--- src/rtl/pcla_pkg.sv ---
// Shared definitions for the pipelined carry-lookahead adder: default sizes,
// segment/group derivation helpers and a stage record for benches.
package pcla_pkg;

  localparam int PCLA_WIDTH  = 32;
  localparam int PCLA_STAGES = 2;
  localparam int PCLA_BLOCK  = 4;

  // Bits resolved by one pipeline stage.
  function automatic int seg_w(input int width, input int stages);
    return width / stages;
  endfunction

  // Number of lookahead groups inside one segment.
  function automatic int n_groups(input int seg, input int block);
    return seg / block;
  endfunction

  // Snapshot of one pipeline stage at the default width.
  typedef struct packed {
    logic                  valid;
    logic                  carry;
    logic [PCLA_WIDTH-1:0] low_sum;
    logic [PCLA_WIDTH-1:0] a_hi;
    logic [PCLA_WIDTH-1:0] b_hi;
  } pcla_stage_t;

endpackage

--- src/rtl/cla_group.sv ---
// One lookahead group of BLOCK bits: local carries, sum bits and the
// group generate/propagate pair consumed by the second-level lookahead.
module cla_group
  import pcla_pkg::*;
#(
  parameter int BLOCK = PCLA_BLOCK
) (
  input  logic [BLOCK-1:0] a,
  input  logic [BLOCK-1:0] b,
  input  logic             c_in,
  output logic [BLOCK-1:0] s,
  output logic             grp_g,
  output logic             grp_p,
  output logic             c_out
);

  logic [BLOCK-1:0] g;
  logic [BLOCK-1:0] p;
  logic [BLOCK:0]   c;

  // Flattened lookahead: every carry is a sum of products of g/p and c_in.
  always_comb begin
    logic acc;
    logic term;
    acc  = 1'b0;
    term = 1'b0;
    g    = a & b;
    p    = a ^ b;
    c    = '0;
    for (int i = 0; i <= BLOCK; i++) begin
      term = c_in;
      for (int j = 0; j < i; j++) term = term & p[j];
      acc = term;
      for (int j = 0; j < i; j++) begin
        term = g[j];
        for (int m = j + 1; m < i; m++) term = term & p[m];
        acc = acc | term;
      end
      c[i] = acc;
    end
    acc = 1'b0;
    for (int j = 0; j < BLOCK; j++) begin
      term = g[j];
      for (int m = j + 1; m < BLOCK; m++) term = term & p[m];
      acc = acc | term;
    end
    grp_g = acc;
    grp_p = &p;
    s     = p ^ c[BLOCK-1:0];
    c_out = c[BLOCK];
  end

endmodule

--- src/rtl/pipelined_cla_adder.sv ---
// Pipelined carry-lookahead adder/subtractor with valid/ready handshake.
// Each stage resolves one SEG-bit segment and registers it together with
// the segment carry-out; the final stage registers drive s/cout directly.
// Optional macro PCLA_FLAGS_EN adds registered zero and signed-overflow flags.
module pipelined_cla_adder
  import pcla_pkg::*;
#(
  parameter int WIDTH  = PCLA_WIDTH,
  parameter int STAGES = PCLA_STAGES,
  parameter int BLOCK  = PCLA_BLOCK
) (
  input  logic             clk,
  input  logic             rst_n,
  input  logic             in_valid,
  output logic             in_ready,
  input  logic [WIDTH-1:0] a,
  input  logic [WIDTH-1:0] b,
  input  logic             cin,
  input  logic             sub,
  output logic             out_valid,
  input  logic             out_ready,
`ifdef PCLA_FLAGS_EN
  output logic             zero,
  output logic             ovf,
`endif
  output logic [WIDTH-1:0] s,
  output logic             cout
);

  localparam int SEG = seg_w(WIDTH, STAGES);
  localparam int NG  = n_groups(SEG, BLOCK);

  if ((WIDTH % STAGES) != 0 || (SEG % BLOCK) != 0) begin : g_bad_cfg
    $error("pipelined_cla_adder: WIDTH must split into STAGES segments of whole BLOCK groups");
  end

  // Registered stage contents, gathered for the ready chain and outputs.
  logic [STAGES-1:0]            stg_vld;
  logic [STAGES-1:0]            stg_co;
  logic [STAGES-1:0][WIDTH-1:0] stg_sum;
  logic [STAGES-1:0][WIDTH-1:0] stg_a;
  logic [STAGES-1:0][WIDTH-1:0] stg_b;

  // What each stage sees at its input.
  logic [STAGES-1:0]            vin;
  logic [STAGES-1:0]            cin_s;
  logic [STAGES-1:0][WIDTH-1:0] ain;
  logic [STAGES-1:0][WIDTH-1:0] bin;
  logic [STAGES-1:0][WIDTH-1:0] lin;

  logic [STAGES:0] rdy;

  // Ready chain from the consumer back to the input; empty stages always accept.
  always_comb begin
    rdy         = '0;
    rdy[STAGES] = out_ready;
    for (int k = STAGES - 1; k >= 0; k--) rdy[k] = !stg_vld[k] || rdy[k+1];
  end

  for (genvar k = 0; k < STAGES; k++) begin : g_stage
    logic             vld_d, vld_q;
    logic             co_d, co_q;
    logic [WIDTH-1:0] sum_d, sum_q;
    logic [WIDTH-1:0] a_d, a_q;
    logic [WIDTH-1:0] b_d, b_q;
    logic             load;
    logic [SEG-1:0]   seg_a, seg_b, seg_s;
    logic             seg_co;
    logic [NG-1:0]    grp_g, grp_p, grp_co, grp_ci;
    logic [WIDTH-1:0] full_sum;

    if (k == 0) begin : g_in_prep
      assign vin[k]   = in_valid;
      assign ain[k]   = a;
      assign bin[k]   = sub ? ~b : b;
      assign cin_s[k] = sub | cin;
      assign lin[k]   = '0;
    end else begin : g_in_pipe
      assign vin[k]   = stg_vld[k-1];
      assign ain[k]   = stg_a[k-1];
      assign bin[k]   = stg_b[k-1];
      assign cin_s[k] = stg_co[k-1];
      assign lin[k]   = stg_sum[k-1];
    end

    assign seg_a = ain[k][k*SEG +: SEG];
    assign seg_b = bin[k][k*SEG +: SEG];

    for (genvar j = 0; j < NG; j++) begin : g_grp
      cla_group #(.BLOCK(BLOCK)) u_grp (
        .a     (seg_a[j*BLOCK +: BLOCK]),
        .b     (seg_b[j*BLOCK +: BLOCK]),
        .c_in  (grp_ci[j]),
        .s     (seg_s[j*BLOCK +: BLOCK]),
        .grp_g (grp_g[j]),
        .grp_p (grp_p[j]),
        .c_out (grp_co[j])
      );
    end

    // Second-level lookahead: carry into each group from group G/P and segment carry-in.
    always_comb begin
      logic acc;
      logic term;
      acc    = 1'b0;
      term   = 1'b0;
      grp_ci = '0;
      for (int i = 0; i < NG; i++) begin
        term = cin_s[k];
        for (int j = 0; j < i; j++) term = term & grp_p[j];
        acc = term;
        for (int j = 0; j < i; j++) begin
          term = grp_g[j];
          for (int m = j + 1; m < i; m++) term = term & grp_p[m];
          acc = acc | term;
        end
        grp_ci[i] = acc;
      end
    end

    assign seg_co = grp_co[NG-1];

    // Next-state: load on a transfer, otherwise hold (keeps stalled outputs stable).
    always_comb begin
      load     = rdy[k] & vin[k];
      vld_d    = rdy[k] ? vin[k] : vld_q;
      full_sum = lin[k];
      full_sum[k*SEG +: SEG] = seg_s;
      co_d     = co_q;
      sum_d    = sum_q;
      a_d      = a_q;
      b_d      = b_q;
      if (load) begin
        co_d  = seg_co;
        sum_d = full_sum;
        a_d   = ain[k];
        b_d   = bin[k];
      end
    end

    // Stage register; reset clears data as well so nothing undefined leaks out.
    always_ff @(posedge clk) begin
      if (!rst_n) begin
        vld_q <= 1'b0;
        co_q  <= 1'b0;
        sum_q <= '0;
        a_q   <= '0;
        b_q   <= '0;
      end else begin
        vld_q <= vld_d;
        co_q  <= co_d;
        sum_q <= sum_d;
        a_q   <= a_d;
        b_q   <= b_d;
      end
    end

    assign stg_vld[k] = vld_q;
    assign stg_co[k]  = co_q;
    assign stg_sum[k] = sum_q;
    assign stg_a[k]   = a_q;
    assign stg_b[k]   = b_q;

`ifdef PCLA_FLAGS_EN
    if (k == STAGES - 1) begin : g_flags
      logic zero_d, zero_q;
      logic ovf_d, ovf_q;
      logic c_msb;

      // Flags follow the final sum: carry into MSB recovered as s ^ a ^ b.
      always_comb begin
        c_msb  = seg_s[SEG-1] ^ seg_a[SEG-1] ^ seg_b[SEG-1];
        zero_d = zero_q;
        ovf_d  = ovf_q;
        if (load) begin
          zero_d = (full_sum == '0);
          ovf_d  = c_msb ^ seg_co;
        end
      end

      // Flag registers travel with the final-stage sum.
      always_ff @(posedge clk) begin
        if (!rst_n) begin
          zero_q <= 1'b0;
          ovf_q  <= 1'b0;
        end else begin
          zero_q <= zero_d;
          ovf_q  <= ovf_d;
        end
      end

      assign zero = zero_q;
      assign ovf  = ovf_q;
    end
`endif
  end

  assign in_ready  = rdy[0];
  assign out_valid = stg_vld[STAGES-1];
  assign s         = stg_sum[STAGES-1];
  assign cout      = stg_co[STAGES-1];

endmodule
--- config.mk ---
export PLATFORM = sky130hd
export DESIGN_NAME = pipelined_cla_adder
export DESIGN_NICKNAME = d
export VERILOG_FILES = /design/src/rtl/pcla_pkg.sv /design/src/rtl/cla_group.sv /design/src/rtl/pipelined_cla_adder.sv
export SDC_FILE = /design/constraint.sdc
export NUM_CORES = 1
export LEC_CHECK = 0
export CORE_MARGIN = 2
export CORE_UTILIZATION = 51
export CTS_CLUSTER_SIZE = 25
export DETAILED_ROUTE_END_ITERATION = 8
export PLACE_DENSITY = 0.81
export REMOVE_ABC_BUFFERS = 1
export SLEW_MARGIN = 40
export SYNTH_ARGS = -nofsm -noshare
export SYNTH_HDL_FRONTEND = slang
export SYNTH_SLANG_ARGS = --single-unit
--- constraint.sdc ---
create_clock -name clk -period 4.8 [get_ports clk]
set_clock_uncertainty 0.05 [all_clocks]
set_input_delay 0.96 -clock clk [delete_from_list [all_inputs] [get_ports clk]]
set_output_delay 0.96 -clock clk [all_outputs]
set_load 0.02 [all_outputs]
# Word level (Yosys, flattened, before mapping)
# Cells that the tools add are included.
# classes
mux	1
bitwise	200
n_reduce_logical	10
# ops
op	n
1-bit AND	88
1-bit bitwise OR	87
4-bit XOR	16
4-bit AND	8
32-bit two-way mux	1
32-bit NOT	1
4-bit AND reduction	6
1-bit zero test	2
1-bit logical OR	2
# word_totals
regBits	116
input_bits	70
elab_cells	219

# Depth between registers and ports, before layout
# logic_depth
word_depth	22
mapped_depth	14
ltp_nobuf	11

# Cells and area by module
# Synthesis repeated with hierarchy kept, for this count alone.
# hier_totals
cells_unflattened	574
hier_area_um2	5039.8
# modules_own_cells
mod	n_inst	cells_per_inst	area_per_inst_um2	seq_area_each_um2
pipelined_cla_adder	1	401	3585.9	1681.6
cla_group at g_stage[1].g_grp[0].u_grp ...	4	23	187.7	0.0
cla_group at g_stage[0].g_grp[0].u_grp ...	3	19	172.7	0.0
cla_group at g_stage[0].g_grp[3].u_grp	1	24	185.2	0.0

# Least setup slack after synthesis
# OpenSTA, ideal clock, no wires.
# synth_path
path_kind	input-to-reg
start	in sub
end	reg g_stage[0].sum_q[15]
arrival_ps	3593
t_required_ps	4644
path_slack_ps	1051
path_stages	13
path_buffers	3
cell_sequence	buf_2 > buf_2 > buf_4 > xor2_1 > ha_1 > a21o_1 > a21oi_1 > nor3b_1 > a221oi_1 > ha_1 > o21a_1 > o22a_1 > o311ai_0
# synth_via
elab_chain_len	20
# synth_lines
item	line	text
start: declaration	pipelined_cla_adder.sv:19	input logic sub,
32-bit two-way mux	pipelined_cla_adder.sv:75	assign bin[k] = sub ? ~b : b;
4-bit AND or 4-bit XOR (tied branches)	cla_group.sv:27, cla_group.sv:28	
1-bit AND (2 in series)	cla_group.sv:44	for (int m = j + 1; m < BLOCK; m++) term = term & p[m];
1-bit AND	-	
1-bit bitwise OR (3 in series)	cla_group.sv:45	acc = acc | term;
1-bit AND (2 in series)	pipelined_cla_adder.sv:114	for (int m = j + 1; m < i; m++) term = term & grp_p[m];
1-bit bitwise OR (3 in series)	pipelined_cla_adder.sv:115	acc = acc | term;
1-bit AND (3 in series)	cla_group.sv:32	for (int j = 0; j < i; j++) term = term & p[j];
1-bit bitwise OR (3 in series)	cla_group.sv:37	acc = acc | term;
4-bit XOR (*)	cla_group.sv:49	s = p ^ c[BLOCK-1:0];
end signal: assignment	pipelined_cla_adder.sv:152	sum_q <= sum_d;
end: declaration	pipelined_cla_adder.sv:63	logic [WIDTH-1:0] sum_d, sum_q;
# Mark *: on every way between the ends. The rest lies on a longest branch, timed or not.
# A chain may end at the register's enable or synchronous reset.

# Final worst setup path
# Same ends and word-level chain as after synthesis.

==> results.py <==
metrics = {
    "synth": {
        "syn_avg_cell_area_um2": 8.79,
        "yosys_warnings": 0,
        "netlist_area_mm2": 0.00475,
        "netlist_instances": 541,
        "synth-edff-count": 0,
        "ys.flop_type": "dfxtp_1",
        "ys_top_cells_by_count": "nand2_1 (123), dfxtp_1 (84), a21boi_0 (42)",
        "yosysMostFrequentCell": "nand2_1",
        "ys_seq_area_share_pct": 35.4,
        "post-synth-top-area-fraction_pct": 35.4,
        "ys_seq_elements": 84,
        "synth_fa_ha_area_share_pct": 13.9,
        "synth.area.mux_share_pct": 0,
        "synth_xor_area_share_pct": 8.84,
        "synth_top_family_by_area": "compound AO/OA/AOI/OAI gates",
        "synth-async-reset-ratio_pct": 0,
        "yosys.area.top_type": "dfxtp_1",
        "yosys-top-cells-area": "dfxtp_1 (35%), ha_1 (11%), nand2_1 (9.7%), a21boi_0 (6.6%), xnor2_1 (5.5%)",
        "ys_types": 37,
        "synth_simple_gate_area_share_pct": 16.9,
        "synth_compound_area_share_pct": 20.0,
    },
    "pwr": {
        "seq_power_share_pct": 47.0,
        "p_switching_mw": 0.512,
        "p_clk_share_pct": 27.3,
        "comb_power_share_pct": 25.8,
        "power.density_mw_per_mm2": 279,
        "p_leak_nw": 2.61,
        "intPower_mw": 1.16,
        "swShare_pct": 30.7,
        "max-vdd-ir-drop_uv": 191,
    },
    "critical_path": {
        "crit_start": "sub",
        "crit_arrival_ns": 3.99,
        "rr_startpoint": "g_stage[0].b_q[21]$_SDFFE_PN0P_",
        "cp-end-kind": "flip-flop",
        "worst-path-max-fanout": 21,
        "critPathKind": "input pin to flip-flop",
        "worstRegToRegCells": 9,
        "crit_end": "g_stage[0].sum_q[15]$_SDFFE_PN0P_",
        "r2r_slack_ns": 2.10,
        "required_ns": 4.99,
        "cp-start-kind": "input pin",
        "reg2reg_to": "s[31]$_SDFFE_PN0P_",
    },
    "final_layout": {
        "fin_util_pct": 65.3,
        "synthToLayoutAreaGrowth_pct": 25.7,
        "drive_gt1_share_pct": 4.73,
        "antennaDiodeCount": 0,
        "final_cell_area_mm2": 0.00598,
        "num-nets-final": 747,
    },
    "die": {
        "die_y_um": 101,
        "initial_core_util_pct": 51.9,
        "pin_count": 105,
        "die_x_um": 101,
        "die_area_mm2": 0.0101,
        "core_area_mm2": 0.00915,
        "rows": 35,
    },
    "clock_network": {
        "cts_setup_buffers": 0,
        "clock-root-buffer": "clkbuf_8",
        "hold_buffers": 0,
        "htreeDepth": 3,
        "clk_pin_slew_ns": 0.09,
        "cts_tree": "done",
        "numCtsBuffers": 9,
        "cts_sinks": 84,
        "ctsResizeCount": 0,
        "insertion_delay_ns": 0.34,
        "cts_buffer_depth": 2,
    },
    "route": {
        "m1WireLength_um": 4800,
        "final_antenna_net_count": 0,
        "highest_layer": "met4",
        "drt_pre_antenna_iters": 4,
        "viasPerCell": 5.36,
        "drc": 0,
        "drt-wirelength-per-cell_um": 14.5,
        "first_iter_violations": 112,
        "met3_length_um": 612,
        "drt-total-wl_um": 10800,
        "routed-wl-met2_um": 5260,
        "num_vias": 3994,
    },
    "place": {
        "gp_congestion": 0.927,
        "io_buffer_count": 104,
        "post-place-ws_ns": 0.683,
        "dp_hpwl_um": 7890,
        "dpl_cell_area_mm2": 0.00580,
    },
    "grt": {
        "first_global_vias": 3937,
        "antenna_found_initial": 0,
        "grt_remaining_overflow": 0,
        "grt_pass1_wl_um": 17600,
        "grt_usage_pct": 21.5,
        "grt_start_max_net_pins": 59,
    },
    "worst_hold_path": {
        "min_path_type": "flip-flop to flip-flop",
    },
    "job": {
        "cap_violations": 0,
    },
    "timing": {
        "timing.final.crit_share_pct": 79.1,
        "maxSlewHeadroom_pct": 51.0,
        "final-hold-violation-count": 0,
        "worst_slew_pin_slew_ns": 0.734,
        "setup-violations-final": 0,
        "whs_ns": 0.414,
        "grt_setup_unrepaired": "no",
        "finalSetupTns_ns": 0,
        "max_freq_mhz": 263,
        "min_period_ns": 3.80,
        "fin_ws_ns": 1.00,
        "finalMaxSlewViolations": 0,
    },
    "outcome": {
        "status": "complete, no violations",
    },
}
==> worst min path at each step <==
stage / start / endpoint / slack [ns] / cells after the start
6_report: g_stage[0].sum_q[5]$_SDFFE_PN0P_ / s[5]$_SDFFE_PN0P_ / 0.41 / 2
5_1_grt: g_stage[0].sum_q[5]$_SDFFE_PN0P_ / s[5]$_SDFFE_PN0P_ / 0.44 / 2
4_1_cts: g_stage[0].sum_q[5]$_SDFFE_PN0P_ / s[5]$_SDFFE_PN0P_ / 0.42 / 2
3_5_place_dp: g_stage[0].sum_q[5]$_SDFFE_PN0P_ / s[5]$_SDFFE_PN0P_ / 0.41 / 2
3_3_place_gp: g_stage[0].sum_q[8]$_SDFFE_PN0P_ / s[8]$_SDFFE_PN0P_ / 0.40 / 2
2_1_floorplan: g_stage[0].sum_q[0]$_SDFFE_PN0P_ / s[0]$_SDFFE_PN0P_ / 0.39 / 2
==> state kept, by name, indices dropped and copies added, names as in the netlist <==
signal	count
g_stage.a_q	16
cout	1
g_stage.b_q	16
s	32
g_stage.sum_q	16
g_stage.vld_q	1
out_valid	1
g_stage.co_q	1
==> power by group through the flow <==
stage          combinational, mW  clock [mW]  sequential [mW]
2_1_floorplan              0.243           0            0.810
3_3_place_gp               0.413           0            0.797
3_5_place_dp               0.429           0            0.800
4_1_cts                    0.432       0.464            0.784
5_1_grt                    0.481       0.497            0.791
6_report                   0.430       0.455            0.784
==> logic make-up after synthesis <==
| group | Yosys count |
|---|---|
| DFF | 84 |
| AOI/OAI and AO/OA | 129 |
| and+or+nand+nor | 183 |
| adders and majority gates | 48 |
| xor gates and xnor gates | 48 |
| buffers and inverters | 49 |
==> metal layers <==
layer | track usage (%) | vias to the layer above
met5 | 0 | -
met4 | 5.58 | 0
met3 | 5.06 | 8
met2 | 38.4 | 90
met1 | 25.8 | 1877
li1 | - | 2019
==> cells in the final DEF, fill, tap and decap left out, drive strengths merged <==
master and n:
nand2 123, clkdlybuf4s50 102, dfxtp 84, a21boi 42
ha 40, xnor2 30, o211a 24, a21oi 20
o21ai 19, nor2 19, xor2 18, inv 17
nand3 16, clkbuf 10, nand2b 8, nand4b 8
o311ai 8, fa 8, buf 8, or2 4
a21o 3, clkinvlp 3, o211ai 2, o21a 2
o22a 2, clkinv 2, and2 2, nor3b 1
a31oi 1, a221o 1, o2111a 1, a211o 1
a221oi 1, nand4 1, a211oi 1, o31ai 1
nand3b 1
==> cell type report <==
cell class	instances	area, µm²
sequential	84	1680
inverter	16	60.1
clock inverter	6	48.8
multi-input combinational	408	2840
clock buffer	10	128
timing repair buffer	110	1080
tap	111	139
fill	750	3180
==> worst max-delay path, cell delays in order <==
cell and delay [ns]:
buf_2 0.46, buf_4 0.37, xor2_1 0.18, ha_1 0.30
a21oi_1 0.25, nor3b_1 0.31, a221oi_1 0.14, ha_1 0.23
o21a_1 0.18, o22a_1 0.23, o311ai_0 0.36
==> metrics by stage <==
step / total power, mW / std cells
4_1_cts: 1.68 / 745
2_1_floorplan: 1.05 / 508
3_3_place_gp: 1.21 / 729
5_1_grt: 1.77 / 745
3_5_place_dp: 1.23 / 729
6_report: 1.67 / 745
(Power assumes the default switching activity.)
